$ cat src/rtl/mul8x8_seq_ctrl.sv
// Sequential 8x8 unsigned multiplier built from one shared 4x4 multiplier and a 16-bit accumulator.
// Optional macro MUL_SKIP_LL_EN drops the AL*BL partial product (3-cycle approximate mode).
module mul8x8_seq_ctrl (
    input  logic        clk,
    input  logic        rst,
    input  logic        in_valid,
    output logic        in_ready,
    input  logic [7:0]  a,
    input  logic [7:0]  b,
    output logic        out_valid,
    input  logic        out_ready,
    output logic [15:0] p,
    output logic        busy
);

    typedef enum logic [1:0] {IDLE, MUL, DONE} state_t;

`ifdef MUL_SKIP_LL_EN
    localparam logic [1:0] FIRST_STEP = 2'd1;
`else
    localparam logic [1:0] FIRST_STEP = 2'd0;
`endif

    state_t      state;
    logic [1:0]  step;
    logic [7:0]  a_q;
    logic [7:0]  b_q;
    logic [15:0] acc;

    logic [3:0]  nib_a;
    logic [3:0]  nib_b;
    logic [7:0]  prod;
    logic [15:0] partial;

    // step[0] selects the A nibble, step[1] the B nibble: 0:LL 1:HL 2:LH 3:HH
    assign nib_a = step[0] ? a_q[7:4] : a_q[3:0];
    assign nib_b = step[1] ? b_q[7:4] : b_q[3:0];
    assign prod  = {4'h0, nib_a} * {4'h0, nib_b};

    // NOTE: every always_comb output gets a default first so no path leaves it unassigned (no latch).
    always_comb begin
        partial = 16'h0000;
        case (step)
            2'd0:    partial = {8'h00, prod};
            2'd1,
            2'd2:    partial = {4'h0, prod, 4'h0};
            default: partial = {prod, 8'h00};
        endcase
    end

    assign p = acc;

    // NOTE: sequential state uses non-blocking assignments only, so every register samples pre-edge values.
    always_ff @(posedge clk or posedge rst) begin
        if (rst) begin
            state     <= IDLE;
            step      <= 2'd0;
            a_q       <= 8'h00;
            b_q       <= 8'h00;
            acc       <= 16'h0000;
            in_ready  <= 1'b1;
            out_valid <= 1'b0;
            busy      <= 1'b0;
        end else begin
            case (state)
                IDLE: begin
                    if (in_valid) begin
                        a_q      <= a;
                        b_q      <= b;
                        acc      <= 16'h0000;
                        step     <= FIRST_STEP;
                        state    <= MUL;
                        in_ready <= 1'b0;
                        busy     <= 1'b1;
                    end
                end
                MUL: begin
                    acc  <= acc + partial;
                    step <= step + 2'd1;
                    if (step == 2'd3) begin
                        state     <= DONE;
                        out_valid <= 1'b1;
                    end
                end
                DONE: begin
                    if (out_ready) begin
                        state     <= IDLE;
                        step      <= 2'd0;
                        out_valid <= 1'b0;
                        in_ready  <= 1'b1;
                        busy      <= 1'b0;
                    end
                end
                default: begin
                    state     <= IDLE;
                    step      <= 2'd0;
                    out_valid <= 1'b0;
                    in_ready  <= 1'b1;
                    busy      <= 1'b0;
                end
            endcase
        end
    end

endmodule

$ cat config.mk
export PLATFORM = sky130hd
export DESIGN_NAME = mul8x8_seq_ctrl
export DESIGN_NICKNAME = d
export VERILOG_FILES = /design/src/rtl/mul8x8_seq_ctrl.sv
export SDC_FILE = /design/constraint.sdc
export NUM_CORES = 1
export LEC_CHECK = 0
export CAP_MARGIN = 20
export CORE_AREA = 10 10 85 87
export CTS_CLUSTER_SIZE = 10
export DETAILED_ROUTE_END_ITERATION = 12
export DIE_AREA = 0 0 95 97
export HOLD_SLACK_MARGIN = 0.15
export PLACE_DENSITY_LB_ADDON = 0.2
export SLEW_MARGIN = 5
export SYNTH_ARGS = -nofsm -noshare
export SYNTH_HDL_FRONTEND = slang
export SYNTH_SLANG_ARGS = --single-unit
$ cat constraint.sdc
create_clock -name clk -period 5.6 [get_ports clk]
set_clock_uncertainty 0.1 [all_clocks]
set_input_delay 0.56 -clock clk [delete_from_list [all_inputs] [get_ports clk]]
set_output_delay 0.56 -clock clk [all_outputs]
set_load 0.01 [all_outputs]
==> reports/qor.yml, run 1 <==
status: "finished, final reports clean"
cts_tree: "yes"
ys_seq_elements: 39
first_pass_iters: 4
max-vdd-ir-drop_mv: 0.302
crit_buf_inv: 3
p_leak_nw: 1.74
cp_cell_sequence: "mux2i_1 -> or2_2 -> fa_1 -> inv_1 -> fa_1 -> inv_1 -> fa_1 -> inv_1 -> a21o_1 -> a21oi_1 -> xnor2_1 -> a22oi_1 -> nor2_1 -> ha_1 -> nand2_2 -> nor4_4 -> o211ai_2 -> a211o_1 -> a41o_1"
portBuffers: 38
overflow: 0
synth_top_area_share_pct: 31.5
die_height_um: 97
yosys_warnings: 0
maxCapViolCount: 0
clk_path_buf_depth: 2
synth_area_leader_cell: "dfrtp_1"
yosys-top-cells-area: "dfrtp_1, ha_1, nand2_1"
area_delta_synth_final_pct: 18.0
cts_made_buffers: 5
syn_nets: 405
core_region_area_um2: 5470
rsz0062_at_grt: "false"
globalRouteTotalUtil_pct: 14.9
hpwl_um: 5160
synth_flop_cell: "dfrtp_1"
min_period_over_period_pct: 92.1
fin_area_um2: 3570
num_vias: 2581
postRouteAntennaNets: 0
synth-edff-count: 0
num-nets-final: 438
path_clk_slew_ns: 0.07
synthArstFlopShare_pct: 100
ios: 39
hold_buffers: 0
power_per_cell_area_nw_per_um2: 717
synth_area_um2: 3020
fin_setup_tns_ns: 0
cts_root_buf: "clkbuf_8"
drcViolationCount: 0
slew_headroom_pct: 51.6
synth.most_common_cell: "nand2_1"
initial_core_util_pct: 55.2
post_cts_resized: 0
yosysSeqAreaShare_pct: 32.3
avgSynthCellArea_um2: 8.61
hold_viol: 0
dieArea_um2: 9220
drt_iter0_markers: 124
grt_pass1_wl_um: 11600
rows: 27
setup_viol: 0
antennaDiodeCount: 0
post-place-ws_ns: 0.400
place_area_um2: 3440
first_global_vias: 2545
setup_slack_ns: 0.440
cts.sinks: 39
synthCells: 351
wl_per_cell_um: 14.8
startpoint_type: "register"
drive_gt1_share_pct: 6.49
synth_common_cells: "nand2_1, dfrtp_1, nor2_1"
fmax_ghz: 0.194
required_ns: 5.68
hold_class: "register to register"
period_needed_ns: 5.16
wirelength_um: 6780
htree_levels: 2
synth_cell_types: 52
post_cts_buffers: 0
place.gp.congestion: 0.891
slowest_stage: "fa_1"
endpoint_kind: "register"
cp.arrival_ns: 5.24
insertion_delay_ns: 0.29
whs_ns: 0.383
max_stage_delay_ns: 0.56
via_per_inst: 5.65
crit_path_max_fanout: 8
fp.dieW_um: 95
slew_viol_final: 0
crit_type: "register to register"
path_delay_family: "adder cells"
antenna_found_initial: 0
grt_start_max_net_pins: 40
worst_slew_pin_slew_ns: 0.724
worst paths after layout:
path / startpoint / end / slack, ns / cells past startpoint
min in group asynchronous: rst / state[1]$_DFFE_PP0P_ / 0.58 / 3
worst max register to register: step[0]$_DFFE_PP0P_ / p[15]$_DFFE_PP0P_ / 0.44 / 19
worst min register to register: a_q[6]$_DFFE_PP0P_ / a_q[6]$_DFFE_PP0P_ / 0.38 / 2
worst min-delay path: a_q[6]$_DFFE_PP0P_ / a_q[6]$_DFFE_PP0P_ / 0.38 / 2
max in group asynchronous: rst / step[0]$_DFFE_PP0P_ / 4.45 / 3
worst max-delay path: step[0]$_DFFE_PP0P_ / p[15]$_DFFE_PP0P_ / 0.44 / 19
where the power goes:
| part | internal [W] | switching, W | total [W] |
|---|---|---|---|
| Sequential | 0.000425 | 0.000117 | 0.000542 |
| Clock | 0.000133 | 0.0000993 | 0.000233 |
| Combinational | 0.000761 | 0.00102 | 0.00178 |
| Total | 0.00132 | 0.00124 | 0.00256 |
area by class of cell:
type | instances | area [µm²]
Sequential cell | 39 | 980
Clock inverter | 1 | 30.0
Clock buffer | 7 | 76.3
Fill cell | 478 | 1910
Multi-Input combinational cell | 281 | 1920
Timing Repair Buffer | 42 | 418
Tap cell | 72 | 90.1
Inverter | 15 | 56.3
cell families after synthesis:
kind of cell             Yosys count  synth area share [%]
AND/OR/NAND/NOR                  138                  20.8
AO/OA/AOI/OAI                     84                  19.4
flip-flops                        39                  32.3
adder cells (fa/ha/maj)           34                  15.3
buffers and inverters             31                  4.47
XOR/XNOR                          14                  4.06
multiplexers                      11                  3.64
through the flow:
step           std cells  power [W]  utilization, %
6_report             457    0.00256            65.2
5_1_grt              457    0.00281            65.2
4_1_cts              456    0.00255            64.7
3_5_place_dp         448    0.00230            62.8
3_3_place_gp         448    0.00226            62.8
2_1_floorplan        351    0.00187               -
layout by cell type, fill, tap and decap left out, drive strengths merged, types with 5 or more instances in the layout:
cell type      instances
nand2                 65
clkdlybuf4s50         38
dfrtp                 38
nor2                  31
ha                    29
o21ai                 21
a21oi                 20
inv                   15
nand3                 12
mux2i                 11
a21o                   7
xor2                   7
xnor2                  7
clkbuf                 7
a211oi                 6
nor2b                  5
fa                     5
per-layer routing:
| layer | track usage, % | wire length, µm | vias up |
|---|---|---|---|
| li1 | - | - | 1300 |
| met4 | 5.84 | 106 | 0 |
| met5 | 0 | 0 | - |
| met2 | 25.2 | 3370 | 72 |
| met1 | 18.1 | 2980 | 1199 |
| met3 | 2.62 | 328 | 10 |
worst min-delay path: cells and delay by family, from the launching register on:
kind | cells | cell delay [ns]
DFF | 1 | 0.35
and+or+nand+nor | 2 | 0.10
flip-flops by register name, indices dropped and copies added, names as in the netlist:
name	count
out_valid	1
busy	1
step	2
in_ready	1
p	16
state	2
b_q	8
a_q	8
Note: power is estimated with default switching activity, not from simulation.
==> run 2: changes to the inputs <==
--- a/config.mk
+++ b/config.mk
@@ -6,10 +6,10 @@
 export NUM_CORES = 1
 export LEC_CHECK = 0
 export CAP_MARGIN = 20
-export CORE_AREA = 10 10 85 87
+export CORE_AREA = 2 2 77 79
 export CTS_CLUSTER_SIZE = 10
 export DETAILED_ROUTE_END_ITERATION = 12
-export DIE_AREA = 0 0 95 97
+export DIE_AREA = 0 0 79 81
 export HOLD_SLACK_MARGIN = 0.15
 export PLACE_DENSITY_LB_ADDON = 0.2
 export SLEW_MARGIN = 5
==> reports/qor.yml, run 2 (synthesized netlist as in run 1, its figures left out) <==
first_pass_iters: 4
startpoint_type: "register"
wirelength_um: 6680
num_vias: 2571
wl_per_cell_um: 14.5
cts_tree: "yes"
antennaDiodeCount: 0
fin_setup_tns_ns: 0
endpoint_kind: "register"
ios: 39
setup_viol: 0
path_clk_slew_ns: 0.08
crit_type: "register to register"
grt_pass1_wl_um: 11600
via_per_inst: 5.59
fmax_ghz: 0.192
cts_made_buffers: 5
hpwl_um: 5070
postRouteAntennaNets: 0
drt_iter0_markers: 88
initial_core_util_pct: 53.3
grt_start_max_net_pins: 40
hold_buffers: 0
drcViolationCount: 0
largest_reg_flops: 16
power_per_cell_area_nw_per_um2: 708
p_leak_nw: 1.73
required_ns: 5.69
area_delta_synth_final_pct: 17.1
cp.arrival_ns: 5.29
first_global_vias: 2585
min_period_over_period_pct: 92.9
rows: 28
core_region_area_um2: 5680
period_needed_ns: 5.20
fp.dieW_um: 79
rsz0062_at_grt: "false"
crit_path_max_fanout: 8
cts_root_buf: "clkbuf_8"
slew_viol_final: 0
whs_ns: 0.377
die_height_um: 81
worst_slew_pin_slew_ns: 0.774
drive_gt1_share_pct: 5.97
cts.sinks: 39
slew_headroom_pct: 48.3
maxCapViolCount: 0
insertion_delay_ns: 0.29
fin_area_um2: 3540
clk_path_buf_depth: 2
layout_common_cells: "nand2_1, clkdlybuf4s50_1, dfrtp_1, nor2_1, ha_1"
dieArea_um2: 6400
place.gp.congestion: 0.926
place_area_um2: 3440
globalRouteTotalUtil_pct: 22.9
post_cts_buffers: 0
antenna_found_initial: 0
max-vdd-ir-drop_mv: 0.377
layout_commonest_cell: "nand2_1"
portBuffers: 38
num-nets-final: 438
htree_levels: 2
fill_cells: 525
status: "finished, final reports clean"
hold_viol: 0
overflow: 0
hold_class: "register to register"
run 2: cell types whose count changed in the layout (fill, tap and decap cells not counted):
cell	previous run	this run
clkinv_2	0	1
dfrtp_1	36	37
bufinv_16	1	0
a211oi_1	4	5
dfrtp_2	2	1
a211oi_2	2	1
run 2: stage by stage:
step                      power (W)  worst slack, ns  cells  util, %
final                       0.00250            0.400    460     62.3
after global placement      0.00227            0.541    451     60.6
after floorplan             0.00187            0.684    351        -
after detailed placement    0.00230            0.443    451     60.6
after global routing        0.00277          0.00819    460     62.3
after CTS                   0.00250            0.422    459     62.1
run 2: worst paths after layout:
path | startpoint | endpoint | slack [ns] | cells past startpoint
min reg2reg | b_q[3]$_DFFE_PP0P_ | b_q[3]$_DFFE_PP0P_ | 0.38 | 2
min | b_q[3]$_DFFE_PP0P_ | b_q[3]$_DFFE_PP0P_ | 0.38 | 2
max reg2reg | step[0]$_DFFE_PP0P_ | p[12]$_DFFE_PP0P_ | 0.40 | 18
min in group asynchronous | rst | p[0]$_DFFE_PP0P_ | 0.58 | 3
max in group asynchronous | rst | step[1]$_DFFE_PP0P_ | 4.45 | 3
max | step[0]$_DFFE_PP0P_ | p[12]$_DFFE_PP0P_ | 0.40 | 18
run 2: timing repair:
action                     4_1_cts  5_1_grt
hold endpoints to repair         0        0
gates resized for setup          0        1
setup endpoints to repair        0        1
run 2: power by group:
| group | internal, W | switching, W |
|---|---|---|
| Combinational | 0.000758 | 0.00102 |
| Sequential | 0.000424 | 0.000117 |
| Clock | 0.0000876 | 0.000102 |
run 2: area by class of cell:
class,count,area (µm²),area share (%)
Clock buffer,7,76.3,2.16
Clock inverter,1,5.00,0.141
Inverter,15,56.3,1.59
Multi-Input combinational cell,281,1910,54.0
Sequential cell,39,978,27.7
Tap cell,75,93.8,2.65
Timing Repair Buffer,42,418,11.8
run 2: critical path: stages (launching register included):
cell and delay, ns:
dfrtp_1 0.52, mux2i_1 0.20, or2_2 0.33, fa_1 0.53, inv_1 0.05, fa_1 0.49
ha_1 0.32, a211oi_1 0.32, o21bai_1 0.13, a21oi_1 0.18, xnor2_1 0.12, a21oi_1 0.16
nor2_1 0.06, ha_1 0.40, a2111oi_4 0.39, o21ai_2 0.13, a32oi_2 0.31, a211oi_1 0.12
a311oi_1 0.24
run 2: layer usage:
| layer | vias to the layer above | part of all wire [%] | track usage [%] |
|---|---|---|---|
| met2 | 53 | 51 | 42.5 |
| met5 | - | 0 | 0 |
| met4 | 0 | 1.0 | 6.38 |
| met1 | 1215 | 45 | 27.7 |
| met3 | 9 | 3.2 | 3.33 |
| li1 | 1294 | - | - |
